$ cat config.mk
export PLATFORM = sky130hd
export DESIGN_NAME = regfile_write_arbiter_flat
export DESIGN_NICKNAME = d
export VERILOG_FILES = /design/src/rtl/regfile_arb_pkg.sv /design/src/rtl/regfile_write_arbiter_if.sv /design/src/rtl/wrarb_fifo.sv /design/src/rtl/regfile_write_arbiter.sv /design/src/flat_wrapper.sv
export SDC_FILE = /design/constraint.sdc
export NUM_CORES = 1
export LEC_CHECK = 0
export ABC_AREA = 0
export CAP_MARGIN = 10
export CORE_MARGIN = 2
export CORE_UTILIZATION = 35
export CTS_CLUSTER_DIAMETER = 100
export DETAILED_ROUTE_END_ITERATION = 6
export PLACE_DENSITY = 0.56
export SYNTH_ARGS = -nofsm -noshare
export SYNTH_HDL_FRONTEND = slang
export SYNTH_SLANG_ARGS = --single-unit
$ cat constraint.sdc
create_clock -name CLK_WrArb -period 4.04 [get_ports CLK_WrArb]
set_input_delay 1.212 -clock CLK_WrArb [delete_from_list [all_inputs] [get_ports CLK_WrArb]]
set_output_delay 1.212 -clock CLK_WrArb [all_outputs]
set_load 0.02 [all_outputs]
$ cat src/rtl/regfile_arb_pkg.sv
// Shared widths and the register-file write request type used by the write-port arbiter.
package regfile_arb_pkg;
  localparam int REG_ADDR_W = 5;
  localparam int DATA_W     = 32;
  localparam logic [REG_ADDR_W-1:0] REG_ZERO = 5'd0;

  typedef struct packed {
    logic [REG_ADDR_W-1:0] addr;
    logic [DATA_W-1:0]     data;
  } rf_wr_req_t;
endpackage

$ cat src/rtl/regfile_write_arbiter_if.sv
// Bus bundle for the write-port arbiter: write-back request, MDU handshake, decode hazard query, RF port.
interface regfile_write_arbiter_if;
  import regfile_arb_pkg::*;

  logic                  WB_WE;
  logic [REG_ADDR_W-1:0] WB_A;
  logic [DATA_W-1:0]     WB_WD;
  // MDU handshake: a result transfers on a rising edge where MDU_Valid && MDU_Ready;
  // MDU_Ready never depends on MDU_Valid, and the MDU must hold its payload until it transfers.
  logic                  MDU_Valid;
  logic [REG_ADDR_W-1:0] MDU_A;
  logic [DATA_W-1:0]     MDU_WD;
  logic                  MDU_Ready;
  logic [REG_ADDR_W-1:0] Dec_Rs;
  logic [REG_ADDR_W-1:0] Dec_Rt;
  logic [REG_ADDR_W-1:0] Dec_Rd;
  logic                  Stall_Pending;
  logic                  Stall_Starve;
  logic                  WE3;
  logic [REG_ADDR_W-1:0] A3;
  logic [DATA_W-1:0]     WD3;

  modport slave (
    input  WB_WE, WB_A, WB_WD, MDU_Valid, MDU_A, MDU_WD, Dec_Rs, Dec_Rt, Dec_Rd,
    output MDU_Ready, Stall_Pending, Stall_Starve, WE3, A3, WD3
  );
  modport master (
    output WB_WE, WB_A, WB_WD, MDU_Valid, MDU_A, MDU_WD, Dec_Rs, Dec_Rt, Dec_Rd,
    input  MDU_Ready, Stall_Pending, Stall_Starve, WE3, A3, WD3
  );
endinterface

$ cat src/rtl/wrarb_fifo.sv
// MDU result buffer: circular FIFO with registered occupancy and a per-entry valid/address view.
module wrarb_fifo
  import regfile_arb_pkg::*;
#(
  parameter int DEPTH = 4
) (
  input  logic                                  clk,
  input  logic                                  rst_n,
  input  logic                                  push,
  input  logic                                  pop,
  input  rf_wr_req_t                            in_req,
  output rf_wr_req_t                            head,
  output logic                                  full,
  output logic                                  empty,
  output logic [DEPTH-1:0]                      ent_valid,
  output logic [DEPTH-1:0][REG_ADDR_W-1:0]      ent_addr
);
  localparam int PW = $clog2(DEPTH);

  logic [PW-1:0] wr_ptr_q, wr_ptr_d;
  logic [PW-1:0] rd_ptr_q, rd_ptr_d;
  logic [PW:0]   count_q, count_d;
  rf_wr_req_t    mem_q [DEPTH];
  logic          do_push, do_pop;

  assign full    = (count_q == (PW+1)'(DEPTH));
  assign empty   = (count_q == '0);
  assign do_push = push && !full;
  assign do_pop  = pop && !empty;
  assign head    = mem_q[rd_ptr_q];

  always_comb begin
    wr_ptr_d = do_push ? wr_ptr_q + 1'b1 : wr_ptr_q;
    rd_ptr_d = do_pop  ? rd_ptr_q + 1'b1 : rd_ptr_q;
    count_d  = count_q;
    case ({do_push, do_pop})
      2'b10:   count_d = count_q + 1'b1;
      2'b01:   count_d = count_q - 1'b1;
      default: count_d = count_q;
    endcase
  end

  always_ff @(posedge clk or negedge rst_n) begin
    if (!rst_n) begin
      wr_ptr_q <= '0;
      rd_ptr_q <= '0;
      count_q  <= '0;
    end else begin
      wr_ptr_q <= wr_ptr_d;
      rd_ptr_q <= rd_ptr_d;
      count_q  <= count_d;
    end
  end

  // Storage needs no reset; stale slots are masked by ent_valid.
  always_ff @(posedge clk) begin
    if (do_push) mem_q[wr_ptr_q] <= in_req;
  end

  // An entry is live when its distance from the read pointer is below occupancy.
  always_comb begin
    logic [PW-1:0] off;
    off = '0;
    for (int i = 0; i < DEPTH; i++) begin
      off          = PW'(i) - rd_ptr_q;
      ent_valid[i] = ({1'b0, off} < count_q);
      ent_addr[i]  = mem_q[i].addr;
    end
  end
endmodule

$ cat src/rtl/regfile_write_arbiter.sv
// Register-file write-port arbiter: write-back priority, buffered MDU drain, decode hazard flag.
// Optional starvation stall is built when WRARB_STARVE_GUARD_EN is defined.
module regfile_write_arbiter
  import regfile_arb_pkg::*;
#(
  parameter int DEPTH        = 4,
  parameter int STARVE_LIMIT = 8
) (
  input  logic                     CLK_WrArb,
  input  logic                     RST_WrArb,
  regfile_write_arbiter_if.slave   bus
);
  if (DEPTH < 2 || (DEPTH & (DEPTH - 1)) != 0 || STARVE_LIMIT < 1) begin : g_bad_param
    $error("regfile_write_arbiter: bad DEPTH or STARVE_LIMIT");
  end

  rf_wr_req_t                         in_req, head;
  logic                               full, empty, push, pop;
  logic [DEPTH-1:0]                   ent_valid;
  logic [DEPTH-1:0][REG_ADDR_W-1:0]   ent_addr;
  logic                               mdu_ready;
  logic                               pending;

  // Zero-address results complete the handshake but are dropped.
  assign mdu_ready = RST_WrArb && !full;
  assign push      = bus.MDU_Valid && mdu_ready && (bus.MDU_A != REG_ZERO);
  assign pop       = RST_WrArb && !bus.WB_WE && !empty;
  assign in_req    = '{addr: bus.MDU_A, data: bus.MDU_WD};

  wrarb_fifo #(.DEPTH(DEPTH)) u_fifo (
    .clk       (CLK_WrArb),
    .rst_n     (RST_WrArb),
    .push      (push),
    .pop       (pop),
    .in_req    (in_req),
    .head      (head),
    .full      (full),
    .empty     (empty),
    .ent_valid (ent_valid),
    .ent_addr  (ent_addr)
  );

  always_comb begin
    bus.WE3 = 1'b0;
    bus.A3  = REG_ZERO;
    bus.WD3 = '0;
    if (RST_WrArb) begin
      if (bus.WB_WE) begin
        bus.WE3 = 1'b1;
        bus.A3  = bus.WB_A;
        bus.WD3 = bus.WB_WD;
      end else if (!empty) begin
        bus.WE3 = 1'b1;
        bus.A3  = head.addr;
        bus.WD3 = head.data;
      end
    end
  end

  always_comb begin
    pending = 1'b0;
    for (int i = 0; i < DEPTH; i++) begin
      if (ent_valid[i] &&
          ((bus.Dec_Rs != REG_ZERO && ent_addr[i] == bus.Dec_Rs) ||
           (bus.Dec_Rt != REG_ZERO && ent_addr[i] == bus.Dec_Rt) ||
           (bus.Dec_Rd != REG_ZERO && ent_addr[i] == bus.Dec_Rd)))
        pending = 1'b1;
    end
  end

  assign bus.MDU_Ready     = mdu_ready;
  assign bus.Stall_Pending = RST_WrArb && pending;

`ifdef WRARB_STARVE_GUARD_EN
  localparam int SW = $clog2(STARVE_LIMIT + 1);
  logic [SW-1:0] starve_cnt_q, starve_cnt_d;
  logic          starve_q, starve_d;

  // Count cycles the buffer is held off by write-back; any pop or empty buffer restarts it.
  always_comb begin
    starve_cnt_d = starve_cnt_q;
    if (empty || pop)
      starve_cnt_d = '0;
    else if (bus.WB_WE && starve_cnt_q != SW'(STARVE_LIMIT))
      starve_cnt_d = starve_cnt_q + 1'b1;
    starve_d = pop ? 1'b0 : (starve_q || (starve_cnt_d == SW'(STARVE_LIMIT)));
  end

  always_ff @(posedge CLK_WrArb or negedge RST_WrArb) begin
    if (!RST_WrArb) begin
      starve_cnt_q <= '0;
      starve_q     <= 1'b0;
    end else begin
      starve_cnt_q <= starve_cnt_d;
      starve_q     <= starve_d;
    end
  end

  assign bus.Stall_Starve = RST_WrArb && starve_q;
`else
  assign bus.Stall_Starve = 1'b0;
`endif
endmodule

$ cat src/flat_wrapper.sv
// flat-port wrapper written by rule: the top's interface ports become plain ports
module regfile_write_arbiter_flat import regfile_arb_pkg::*;
#(
  parameter int DEPTH        = 4,
  parameter int STARVE_LIMIT = 8
)
  (CLK_WrArb, RST_WrArb, bus_WB_WE, bus_WB_A, bus_WB_WD, bus_MDU_Valid, bus_MDU_A, bus_MDU_WD, bus_Dec_Rs, bus_Dec_Rt, bus_Dec_Rd, bus_MDU_Ready, bus_Stall_Pending, bus_Stall_Starve, bus_WE3, bus_A3, bus_WD3);
  regfile_write_arbiter_if bus_i ();
  input  logic CLK_WrArb;
  input  logic RST_WrArb;
  input wire logic [$bits(bus_i.WB_WE)-1:0] bus_WB_WE;
  input wire logic [$bits(bus_i.WB_A)-1:0] bus_WB_A;
  input wire logic [$bits(bus_i.WB_WD)-1:0] bus_WB_WD;
  input wire logic [$bits(bus_i.MDU_Valid)-1:0] bus_MDU_Valid;
  input wire logic [$bits(bus_i.MDU_A)-1:0] bus_MDU_A;
  input wire logic [$bits(bus_i.MDU_WD)-1:0] bus_MDU_WD;
  input wire logic [$bits(bus_i.Dec_Rs)-1:0] bus_Dec_Rs;
  input wire logic [$bits(bus_i.Dec_Rt)-1:0] bus_Dec_Rt;
  input wire logic [$bits(bus_i.Dec_Rd)-1:0] bus_Dec_Rd;
  output wire logic [$bits(bus_i.MDU_Ready)-1:0] bus_MDU_Ready;
  output wire logic [$bits(bus_i.Stall_Pending)-1:0] bus_Stall_Pending;
  output wire logic [$bits(bus_i.Stall_Starve)-1:0] bus_Stall_Starve;
  output wire logic [$bits(bus_i.WE3)-1:0] bus_WE3;
  output wire logic [$bits(bus_i.A3)-1:0] bus_A3;
  output wire logic [$bits(bus_i.WD3)-1:0] bus_WD3;
  assign bus_i.WB_WE = bus_WB_WE;
  assign bus_i.WB_A = bus_WB_A;
  assign bus_i.WB_WD = bus_WB_WD;
  assign bus_i.MDU_Valid = bus_MDU_Valid;
  assign bus_i.MDU_A = bus_MDU_A;
  assign bus_i.MDU_WD = bus_MDU_WD;
  assign bus_i.Dec_Rs = bus_Dec_Rs;
  assign bus_i.Dec_Rt = bus_Dec_Rt;
  assign bus_i.Dec_Rd = bus_Dec_Rd;
  assign bus_MDU_Ready = bus_i.MDU_Ready;
  assign bus_Stall_Pending = bus_i.Stall_Pending;
  assign bus_Stall_Starve = bus_i.Stall_Starve;
  assign bus_WE3 = bus_i.WE3;
  assign bus_A3 = bus_i.A3;
  assign bus_WD3 = bus_i.WD3;
  regfile_write_arbiter #(.DEPTH(DEPTH), .STARVE_LIMIT(STARVE_LIMIT)) u_core (.CLK_WrArb(CLK_WrArb), .RST_WrArb(RST_WrArb), .bus(bus_i));
endmodule
# Word level (Yosys, flattened, before mapping)
# Memories as Yosys holds them, arrays and structs flattened.
# Index checks and enable logic that the tools add are counted.
[word_totals] elab_cells=88 reg_bits=7 ramBits=148 out_inout_bits=41 memories=1
[op_classes] n_addsub=8 muxes=16 n_eq_ne=15 order_cmp=4 reduce_logical=41
[memory_table] name="u_core.u_fifo.mem_q" words=4 width=37 rd=5 rd_ports_with_merged_regs=0 write_ports=1 line_no="wrarb_fifo.sv:23" source="rf_wr_req_t mem_q [DEPTH];"
[op_table] op="32-bit 2-to-1 mux" count=3
[op_table] op="5-bit == test" count=12
[op_table] op="1-bit logical AND" count=24
[op_table] op="5-bit nonzero test" count=4
[op_table] op="5-bit 2-to-1 mux" count=3
[op_table] op="2-bit by 3-bit < comparator with 1-bit output" count=4
[op_table] op="1-bit 2-to-1 mux" count=9
[op_table] op="1-bit logical OR" count=8
[op_table] op="3-bit one-hot mux with 2 select lines" count=1
[op_table] op="2-bit by 1-bit adder with 2-bit output, second input constant" count=2
[op_table] op="1-bit by 2-bit subtractor with 2-bit output, first input constant" count=2
[op_table] op="2-bit subtractor, first input constant" count=2
[op_table] op="3-bit by 1-bit adder with 3-bit output, second input constant" count=1
[op_table] op="3-bit == test, second input constant" count=1
[op_table] op="1-bit logical NOT" count=3
[op_table] op="3-bit logical NOT" count=1
[op_table] op="3-bit by 1-bit subtractor with 3-bit output, second input constant" count=1
[op_table] op="2-bit by 1-bit == test with 1-bit output, second input constant" count=1
[op_table] op="2-bit == test, second input constant" count=1
[op_table] op="2-bit nonzero test" count=1

# Longest topological paths before layout
# Gate-level depths: netlist (run 1).
# An unclocked memory read counts as a cell.
[depth] word_depth=11 depth_mapped=10 ltp_nobuf=9

# Hierarchy
# A second synthesis (run 1) with hierarchy kept.
[hier_totals] cells_unflattened=437 hier_area_um2=7285.7
[modules_own_cells] module="wrarb_fifo" instances=1 cells_per_inst=271 area_per_inst_um2=6030.8 seq_area_each_um2=4619.4
[modules_own_cells] module="regfile_write_arbiter" instances=1 cells_per_inst=166 area_per_inst_um2=1255.0 seq_area_each_um2=0.0

# Worst setup path before layout (run 1)
# OpenSTA, ideal clock, no wires.
[synth_timing] path_type="input port to flip-flop" from="input RST_WrArb" to="memory u_core.u_fifo.mem_q[0][0] in the netlist's numbering, enable pin" arrival_ps=3613 required_ps=3609 slack_ps=-5 stages=4 setup_ps=431 path_buffers=0 path_cell_list="inv_1 -> a31oi_1 -> o211ai_2 -> nor2_1"
[synth_via] elab_chain_len=6
[synth_rtl] item="start, declared" line_no="flat_wrapper.sv:10" source="input logic RST_WrArb;"
[synth_rtl] item="1-bit logical AND" line_no="regfile_write_arbiter.sv:25" source="assign mdu_ready = RST_WrArb && !full;"
[synth_rtl] item="named net bus_MDU_Ready" line_no="flat_wrapper.sv:20" source="output wire logic [$bits(bus_i.MDU_Ready)-1:0] bus_MDU_Ready;"
[synth_rtl] item="1-bit logical AND (2 in series)" line_no="regfile_write_arbiter.sv:26" source="assign push = bus.MDU_Valid && mdu_ready && (bus.MDU_A != REG_ZERO);"
[synth_rtl] item="1-bit logical AND" line_no="wrarb_fifo.sv:28" source="assign do_push = push && !full;"
[synth_rtl] item="1-bit 2-to-1 mux" line_no="wrarb_fifo.sv:57" source="if (do_push) mem_q[wr_ptr_q] <= in_req;"
[synth_rtl] item="1-bit 2-to-1 mux (not written as such)" line_no="wrarb_fifo.sv:57"
[synth_rtl] item="end, declared" line_no="wrarb_fifo.sv:23"
# The timed path passes the listed nets, and every way through them passes these cells.

# Worst setup path in the final report (run 1)
[layout_timing] from="input bus_Dec_Rs[4]" to="output bus_Stall_Pending"
[layout_via] elab_chain_len=10 elab_cells_between_ends=26 classes_between="eq/ne (4); mux (4); reduce/logical (18)"
[layout_rtl] item="start, declared" line_no="flat_wrapper.sv:17" source="input wire logic [$bits(bus_i.Dec_Rs)-1:0] bus_Dec_Rs;"
[layout_rtl] item="5-bit == test / 5-bit nonzero test (equally long branches)" line_no="regfile_write_arbiter.sv:64" source="((bus.Dec_Rs != REG_ZERO && ent_addr[i] == bus.Dec_Rs) ||"
[layout_rtl] item="1-bit logical AND" line_no="regfile_write_arbiter.sv:64"
[layout_rtl] item="1-bit logical OR" line_no="regfile_write_arbiter.sv:64"
[layout_rtl] item="1-bit logical OR" line_no="regfile_write_arbiter.sv:65" source="(bus.Dec_Rt != REG_ZERO && ent_addr[i] == bus.Dec_Rt) ||"
[layout_rtl] item="1-bit logical AND" line_no="regfile_write_arbiter.sv:63" source="if (ent_valid[i] &&"
[layout_rtl] item="1-bit 2-to-1 mux (3 in series)" line_no="regfile_write_arbiter.sv:63"
[layout_rtl] item="1-bit 2-to-1 mux *" line_no="regfile_write_arbiter.sv:63"
[layout_rtl] item="1-bit logical AND *" line_no="regfile_write_arbiter.sv:72" source="assign bus.Stall_Pending = RST_WrArb && pending;"
[layout_rtl] item="end, declared" line_no="flat_wrapper.sv:21" source="output wire logic [$bits(bus_i.Stall_Pending)-1:0] bus_Stall_Pending;"
# Mark *: on every way between the ends. The rest lies on a longest branch, timed or not.

==> results of run 1 <==
critical path, stage by stage:
cell     delay, ns
buf_6         0.09
or4_4         0.53
nor2_4        0.24
nor4_4        0.07
o32ai_2       0.31
a41oi_2       0.19
buf_4         0.20
cell type report:
cell class	count	area [µm²]
clock buffers	17	425
well taps	270	338
flip-flops and latches	155	4620
fillers	1780	10400
repair buffers	168	1520
multi-input cells	210	2490
inverters	12	45.0
clock inverters	14	170
power by group:
part / total [mW] / switching (mW) / internal [mW]
logic: 1.71 / 0.891 / 0.823
clock network: 1.59 / 0.615 / 0.971
registers: 2.07 / 0.103 / 1.97
timing repair:
action / CTS / global route
buffers inserted: 0 / 2
pin swaps: 9 / 21
gates resized for setup: 58 / 113
endpoints found under the setup margin: 39 / 38
worst max-delay path by stage:
| stage | from | end | slack [ns] |
|---|---|---|---|
| after detailed placement | bus_Dec_Rt[3] | bus_Stall_Pending | -0.70 |
| final | bus_Dec_Rs[4] | bus_Stall_Pending | -0.02 |
| after CTS | bus_Dec_Rt[2] | bus_Stall_Pending | -0.25 |
| after floorplan | RST_WrArb | u_core.u_fifo.mem_q[0][0]$_DFFE_PP_ | -0.005 |
| after global placement | bus_Dec_Rt[3] | bus_Stall_Pending | -0.67 |
| after global routing | bus_Dec_Rs[4] | bus_Stall_Pending | -0.07 |
cell usage after synthesis (4+ instances only):
| cell type | instances | area share [%] |
|---|---|---|
| a22o_1 | 37 | 4.6 |
| nor4_1 | 12 | 1.1 |
| buf_1 | 4 | 0.21 |
| clkbuf_1 | 12 | 0.63 |
| edfxtp_1 | 148 | 63 |
| buf_2 | 14 | 0.99 |
| ha_1 | 9 | 1.6 |
| dfrtp_1 | 7 | 2.5 |
| o32ai_1 | 4 | 0.49 |
| nor2_1 | 6 | 0.32 |
| nand3_1 | 12 | 0.85 |
| mux4_2 | 37 | 12 |
| xor2_1 | 28 | 3.5 |
| xnor2_1 | 39 | 4.8 |
| a21oi_1 | 4 | 0.28 |
| inv_1 | 12 | 0.63 |
cell families after synthesis:
group,after synthesis,share of synthesized area (%)
multiplexers,38,11.9
AND/OR/NAND/NOR,44,3.81
buffers and inverters,46,3.05
AO/OA/AOI/OAI,50,5.91
other,1,0.0529
XOR/XNOR,67,8.27
flip-flops,155,65.1
adder cells (fa/ha/maj),10,1.87
sequential cells by signal, indices dropped and copies added (netlist names):
register,cells
u_core.u_fifo.wr_ptr_q,2
u_core.u_fifo.rd_ptr_q,2
u_core.u_fifo.mem_q,148
u_core.u_fifo.count_q,3
metrics by stage:
| stage | utilization, % | area, µm² |
|---|---|---|
| after floorplan | - | 7090 |
| after global placement | 44.7 | 8960 |
| after detailed placement | 44.7 | 8960 |
| after CTS | 47.6 | 9530 |
| after global routing | 47.9 | 9610 |
| final | 47.9 | 9610 |
layer usage:
layer / wire, µm / share of wire [%] / vias to the layer above / GRT usage [%]
met3: 876 / 5.2 / 14 / 4.69
met2: 8800 / 52 / 119 / 28.6
met4: 244 / 1.5 / 0 / 4.90
li1: - / - / 1928 / -
met1: 6840 / 41 / 2088 / 19.5
met5: 0 / 0 / - / 0
==> results.sh, run 1 <==
export IMPL_period_minus_slack_ns=4.06
export IMPL_post_dp_hpwl_um=11600
export IMPL_floorplan_core_area_um2=20000
export IMPL_power_density_nw_per_um2=559
export IMPL_maxCapViolations=0
export IMPL_ant_nets=0
export IMPL_area_growth_pct=35.5
export IMPL_postSynth_asyncResetShare_pct=4.52
export IMPL_seq_area_frac_synth_pct=65.1
export IMPL_finalWeightedCongestion=0.808
export IMPL_die_height_um=146
export IMPL_grt_max_degree=43
export IMPL_grt_setup_unrepaired="yes"
export IMPL_ctsHtreeMaxLevel=4
export IMPL_detail_route_wirelength_um=16800
export IMPL_critPathRequiredTime_ns=2.83
export IMPL_critPathCaptureType="primary output"
export IMPL_grt_first_pass_wirelength_um=25800
export IMPL_cts_buffers_inserted=17
export IMPL_final_net_count=667
export IMPL_holdPathStages=2
export IMPL_worstHoldPathType="reg2reg"
export IMPL_timing_rr_end="u_core.u_fifo.count_q[2]$_DFFE_PN0P_"
export IMPL_num_rows=52
export IMPL_clkSlewWorstSetupHoldPaths_ns=0.06
export IMPL_synth_seq_cells=155
export IMPL_drc=0
export IMPL_final_cells=846
export IMPL_first_global_vias=4494
export IMPL_design_die_area_um2=21400
export IMPL_violated_checks="negative setup slack"
export IMPL_ys_warnings_count=0
export IMPL_grt_overflow=0
export IMPL_cts_root_buf="clkbuf_16"
export IMPL_mostFrequentLayoutCells="edfxtp_1 (148), clkdlybuf4s50_1 (78), mux4_2 (37), a22o_1 (37)"
export IMPL_run_status="finished, violations left"
export IMPL_setup_worst_path_start_class="primary input"
export IMPL_cts_tree="done"
export IMPL_fmax_mhz=246
export IMPL_timing_worst_setup_path_type="in2out"
export IMPL_vdd_ir_drop_worst_v=0.000302
export IMPL_route_vias_total=4149
export IMPL_largest_driver_fanout_on_the_critical_path=4
export IMPL_vias_per_cell=4.90
export IMPL_fin_hold_ws_ns=0.526
export IMPL_most_frequent_standard_cell_in_the_layout_excluding_fill_and_tap_cells="edfxtp_1"
export IMPL_data_arrival_time_of_the_critical_path_ns=2.85
export IMPL_finalSetupViolations=1
export IMPL_post_cts_hold_buffer_count=0
export IMPL_antenna_cells_inserted=0
export IMPL_clk_path_buf_depth=2
export IMPL_reg2regPathDepth=9
export IMPL_synthesis_area_per_instance_um2=17.3
export IMPL_clkSinkCount=155
export IMPL_starting_density_pct=35.4
export IMPL_finalCritPeriodShare_pct=100
export IMPL_buffer_ports_inserted=132
export IMPL_holdPathEnd="u_core.u_fifo.count_q[1]$_DFFE_PN0P_"
export IMPL_syn_inst=411
export IMPL_totalNegativeSetupSlack_ns=-0.0173
export IMPL_detail_route_first_pass_iterations=4
export IMPL_postSynthNetCount=514
export IMPL_power_leakage_nw=3.33
export IMPL_grt_antenna_before_repair=0
export IMPL_pre_cts_slack_ns=-0.697
export IMPL_final_max_slew_violation_count=0
export IMPL_ys_dominant_reg_cell="edfxtp_1"
export IMPL_groute_usage_overall_pct=16.3
export IMPL_io_pins=134
export IMPL_slack_of_the_critical_path_ns=-0.0173
export IMPL_die_x_um=146
export IMPL_ys_types=34
export IMPL_synthesis_area_um2=7090
export IMPL_design_power_total_mw=5.37
export IMPL_wl_per_cell_um=19.8
export IMPL_final_hold_viol_count=0
export IMPL_finClkSkew_ns=0.00681
export IMPL_reg2reg_slack_ns=1.57
export IMPL_post_route_cells_drive_above_1_share_pct=30.9
export IMPL_synth_edff_count=148
export IMPL_hp_start="u_core.u_fifo.count_q[1]$_DFFE_PN0P_"
export IMPL_place_detailed_instances=813
export IMPL_r2r_start="u_core.u_fifo.count_q[2]$_DFFE_PN0P_"
export IMPL_clk_latency_ns=0.41
export IMPL_drt_initial_drc_count=268
(Power assumes the default switching activity.)
==> run 2, diff against run 1 <==
--- a/config.mk
+++ b/config.mk
@@ -11,7 +11,8 @@
 export CORE_UTILIZATION = 35
 export CTS_CLUSTER_DIAMETER = 100
 export DETAILED_ROUTE_END_ITERATION = 6
-export PLACE_DENSITY = 0.56
+export DONT_BUFFER_PORTS = 1
+export PLACE_DENSITY = 0.48
 export SYNTH_ARGS = -nofsm -noshare
 export SYNTH_HDL_FRONTEND = slang
 export SYNTH_SLANG_ARGS = --single-unit
==> results.sh, run 2 (same netlist as run 1, synthesis figures left out) <==
export IMPL_run_status="finished clean"
export IMPL_most_frequent_standard_cell_in_the_layout_excluding_fill_and_tap_cells="edfxtp_1"
export IMPL_power_share_sequential_pct=43.6
export IMPL_cts_tree="done"
export IMPL_maxCapViolations=0
export IMPL_ant_nets=0
export IMPL_net_switching_power_mw=1.50
export IMPL_final_cells=691
export IMPL_final_max_slew_violation_count=0
export IMPL_max_slew_worst_pin_slew_ns=0.658
export IMPL_critPathRequiredTime_ns=2.83
export IMPL_clkSlewWorstSetupHoldPaths_ns=0.06
export IMPL_critPathTopFamily="simple AND/OR/NAND/NOR gates"
export IMPL_floorplan_core_area_um2=20000
export IMPL_die_x_um=146
export IMPL_finalWeightedCongestion=0.890
export IMPL_grt_max_degree=39
export IMPL_fin_hold_ws_ns=0.489
export IMPL_route_vias_total=3621
export IMPL_max_flop_register="u_core.u_fifo.mem_q"
export IMPL_post_route_cells_drive_above_1_share_pct=22.1
export IMPL_detail_route_wirelength_um=15700
export IMPL_post_cts_hold_buffer_count=0
export IMPL_grt_first_pass_wirelength_um=23400
export IMPL_timing_max_slew_rel_slack_pct=56.0
export IMPL_finalSetupViolations=0
export IMPL_clkSinkCount=155
export IMPL_worstHoldPathType="in2async"
export IMPL_post_route_cell_area_um2=7980
export IMPL_power_leakage_nw=2.54
export IMPL_power_density_nw_per_um2=619
export IMPL_cp_buffers_inverters=0
export IMPL_design_die_area_um2=21400
export IMPL_place_detailed_instances=659
export IMPL_fmax_mhz=264
export IMPL_final_net_count=511
export IMPL_finClkSkew_ns=0.0135
export IMPL_post_dp_hpwl_um=10500
export IMPL_post_cts_resize_count=0
export IMPL_starting_density_pct=35.4
export IMPL_critical_path_max_stage_delay_ns=0.53
export IMPL_cts_buffers_inserted=17
export IMPL_die_height_um=146
export IMPL_slowest_stage="or4_4"
export IMPL_crit_chain="or4_4, nor2_4, nor4_1, o32ai_1, a41oi_1"
export IMPL_sw_frac_of_total_pct=30.3
export IMPL_clk_path_buf_depth=2
export IMPL_drc=0
export IMPL_clk_latency_ns=0.42
export IMPL_data_arrival_time_of_the_critical_path_ns=2.57
export IMPL_setup_worst_path_start_class="primary input"
export IMPL_drt_initial_drc_count=203
export IMPL_grt_setup_unrepaired="no"
export IMPL_wl_per_cell_um=22.6
export IMPL_grt_antenna_before_repair=0
export IMPL_groute_usage_overall_pct=15.1
export IMPL_cts_root_buf="clkbuf_16"
export IMPL_mostFrequentLayoutCells="edfxtp_1 (148), xnor2_1 (39), mux4_2 (37), a22o_1 (37), xor2_1 (28)"
export IMPL_vdd_ir_drop_worst_v=0.000300
export IMPL_io_pins=134
export IMPL_pwr_share_clk_pct=29.5
export IMPL_p_int_mw=3.44
export IMPL_period_minus_slack_ns=3.78
export IMPL_grt_overflow=0
export IMPL_detail_route_first_pass_iterations=4
export IMPL_timing_worst_setup_path_type="in2out"
export IMPL_ctsHtreeMaxLevel=4
export IMPL_finalCritPeriodShare_pct=93.6
export IMPL_buffer_ports_inserted=0
export IMPL_postCtsSetupRepairBufs=0
export IMPL_first_global_vias=3774
export IMPL_final_hold_viol_count=0
export IMPL_antenna_cells_inserted=0
export IMPL_largest_driver_fanout_on_the_critical_path=5
export IMPL_combinationalPowerShare_pct=26.9
export IMPL_vias_per_cell=5.24
export IMPL_design_power_total_mw=4.94
export IMPL_detailed_place_area_um2=7430
export IMPL_area_growth_pct=12.5
export IMPL_num_rows=52
export IMPL_largest_register_ffs=148
export IMPL_reg_largest_list="u_core.u_fifo.mem_q x148, u_core.u_fifo.count_q x3"
export IMPL_critPathCaptureType="primary output"
## run 2: changes by cell type in the layout (fill, tap and decap cells not counted), sizes merged
cell           previous run  this run
clkdlybuf4s50            78         0
clkbuf                   53        18
buf                      38        12
clkdlybuf4s15             8         0
dlymetal6s2s              6         0
clkinv                    5         8
bufinv                    3         1
dlygate4sd2               2         0
clkinvlp                  3         2
## run 2: path summary, 6_finish.rpt
kind	cells past startpoint	slack [ns]	to	start
setup / recovery	5	0.26	bus_Stall_Pending	bus_Dec_Rs[1]
hold / removal	0	0.49	u_core.u_fifo.rd_ptr_q[0]$_DFFE_PN0P_	RST_WrArb
setup reg to reg	6	1.48	u_core.u_fifo.mem_q[2][2]$_DFFE_PP_	u_core.u_fifo.count_q[0]$_DFFE_PN0P_
hold reg to reg	2	0.51	u_core.u_fifo.count_q[1]$_DFFE_PN0P_	u_core.u_fifo.count_q[1]$_DFFE_PN0P_
max in group asynchronous	0	3.47	u_core.u_fifo.rd_ptr_q[0]$_DFFE_PN0P_	RST_WrArb
min in group CLK_WrArb	2	0.51	u_core.u_fifo.count_q[1]$_DFFE_PN0P_	u_core.u_fifo.count_q[1]$_DFFE_PN0P_
## run 2: layout make-up
cell class / count / area (µm²)
Fill cell: 1895 / 12100
Tap cell: 270 / 338
Clock inverter: 14 / 119
Inverter: 12 / 45.0
Clock buffer: 18 / 429
Sequential cell: 155 / 4620
Timing Repair Buffer: 12 / 128
Multi-Input combinational cell: 210 / 2290
## run 2: layer usage
| layer | up-vias | routed length [µm] | global-route usage, % |
|---|---|---|---|
| li1 | 1613 | - | - |
| met1 | 1850 | 6390 | 17.9 |
| met2 | 137 | 7710 | 25.0 |
| met3 | 21 | 1180 | 5.59 |
| met4 | 0 | 375 | 6.07 |
| met5 | - | 0 | 0 |
## run 2: power by group through the flow
stage               registers [mW]  clock network (mW)  logic (mW)
CTS                           2.16                1.50        1.37
global placement              2.19                   0        1.35
global route                  2.18                1.57        1.44
finish                        2.15                1.46        1.33
floorplan                     2.07                   0        1.12
detailed placement            2.19                   0        1.36
## run 2: stage by stage
stage	worst slack [ns]	utilization, %	setup TNS (ns)
global placement	0.256	37.1	0
floorplan	-0.00487	-	-0.721
finish	0.258	39.8	0
global route	0.183	39.8	0
detailed placement	0.246	37.1	0
CTS	0.245	39.8	0
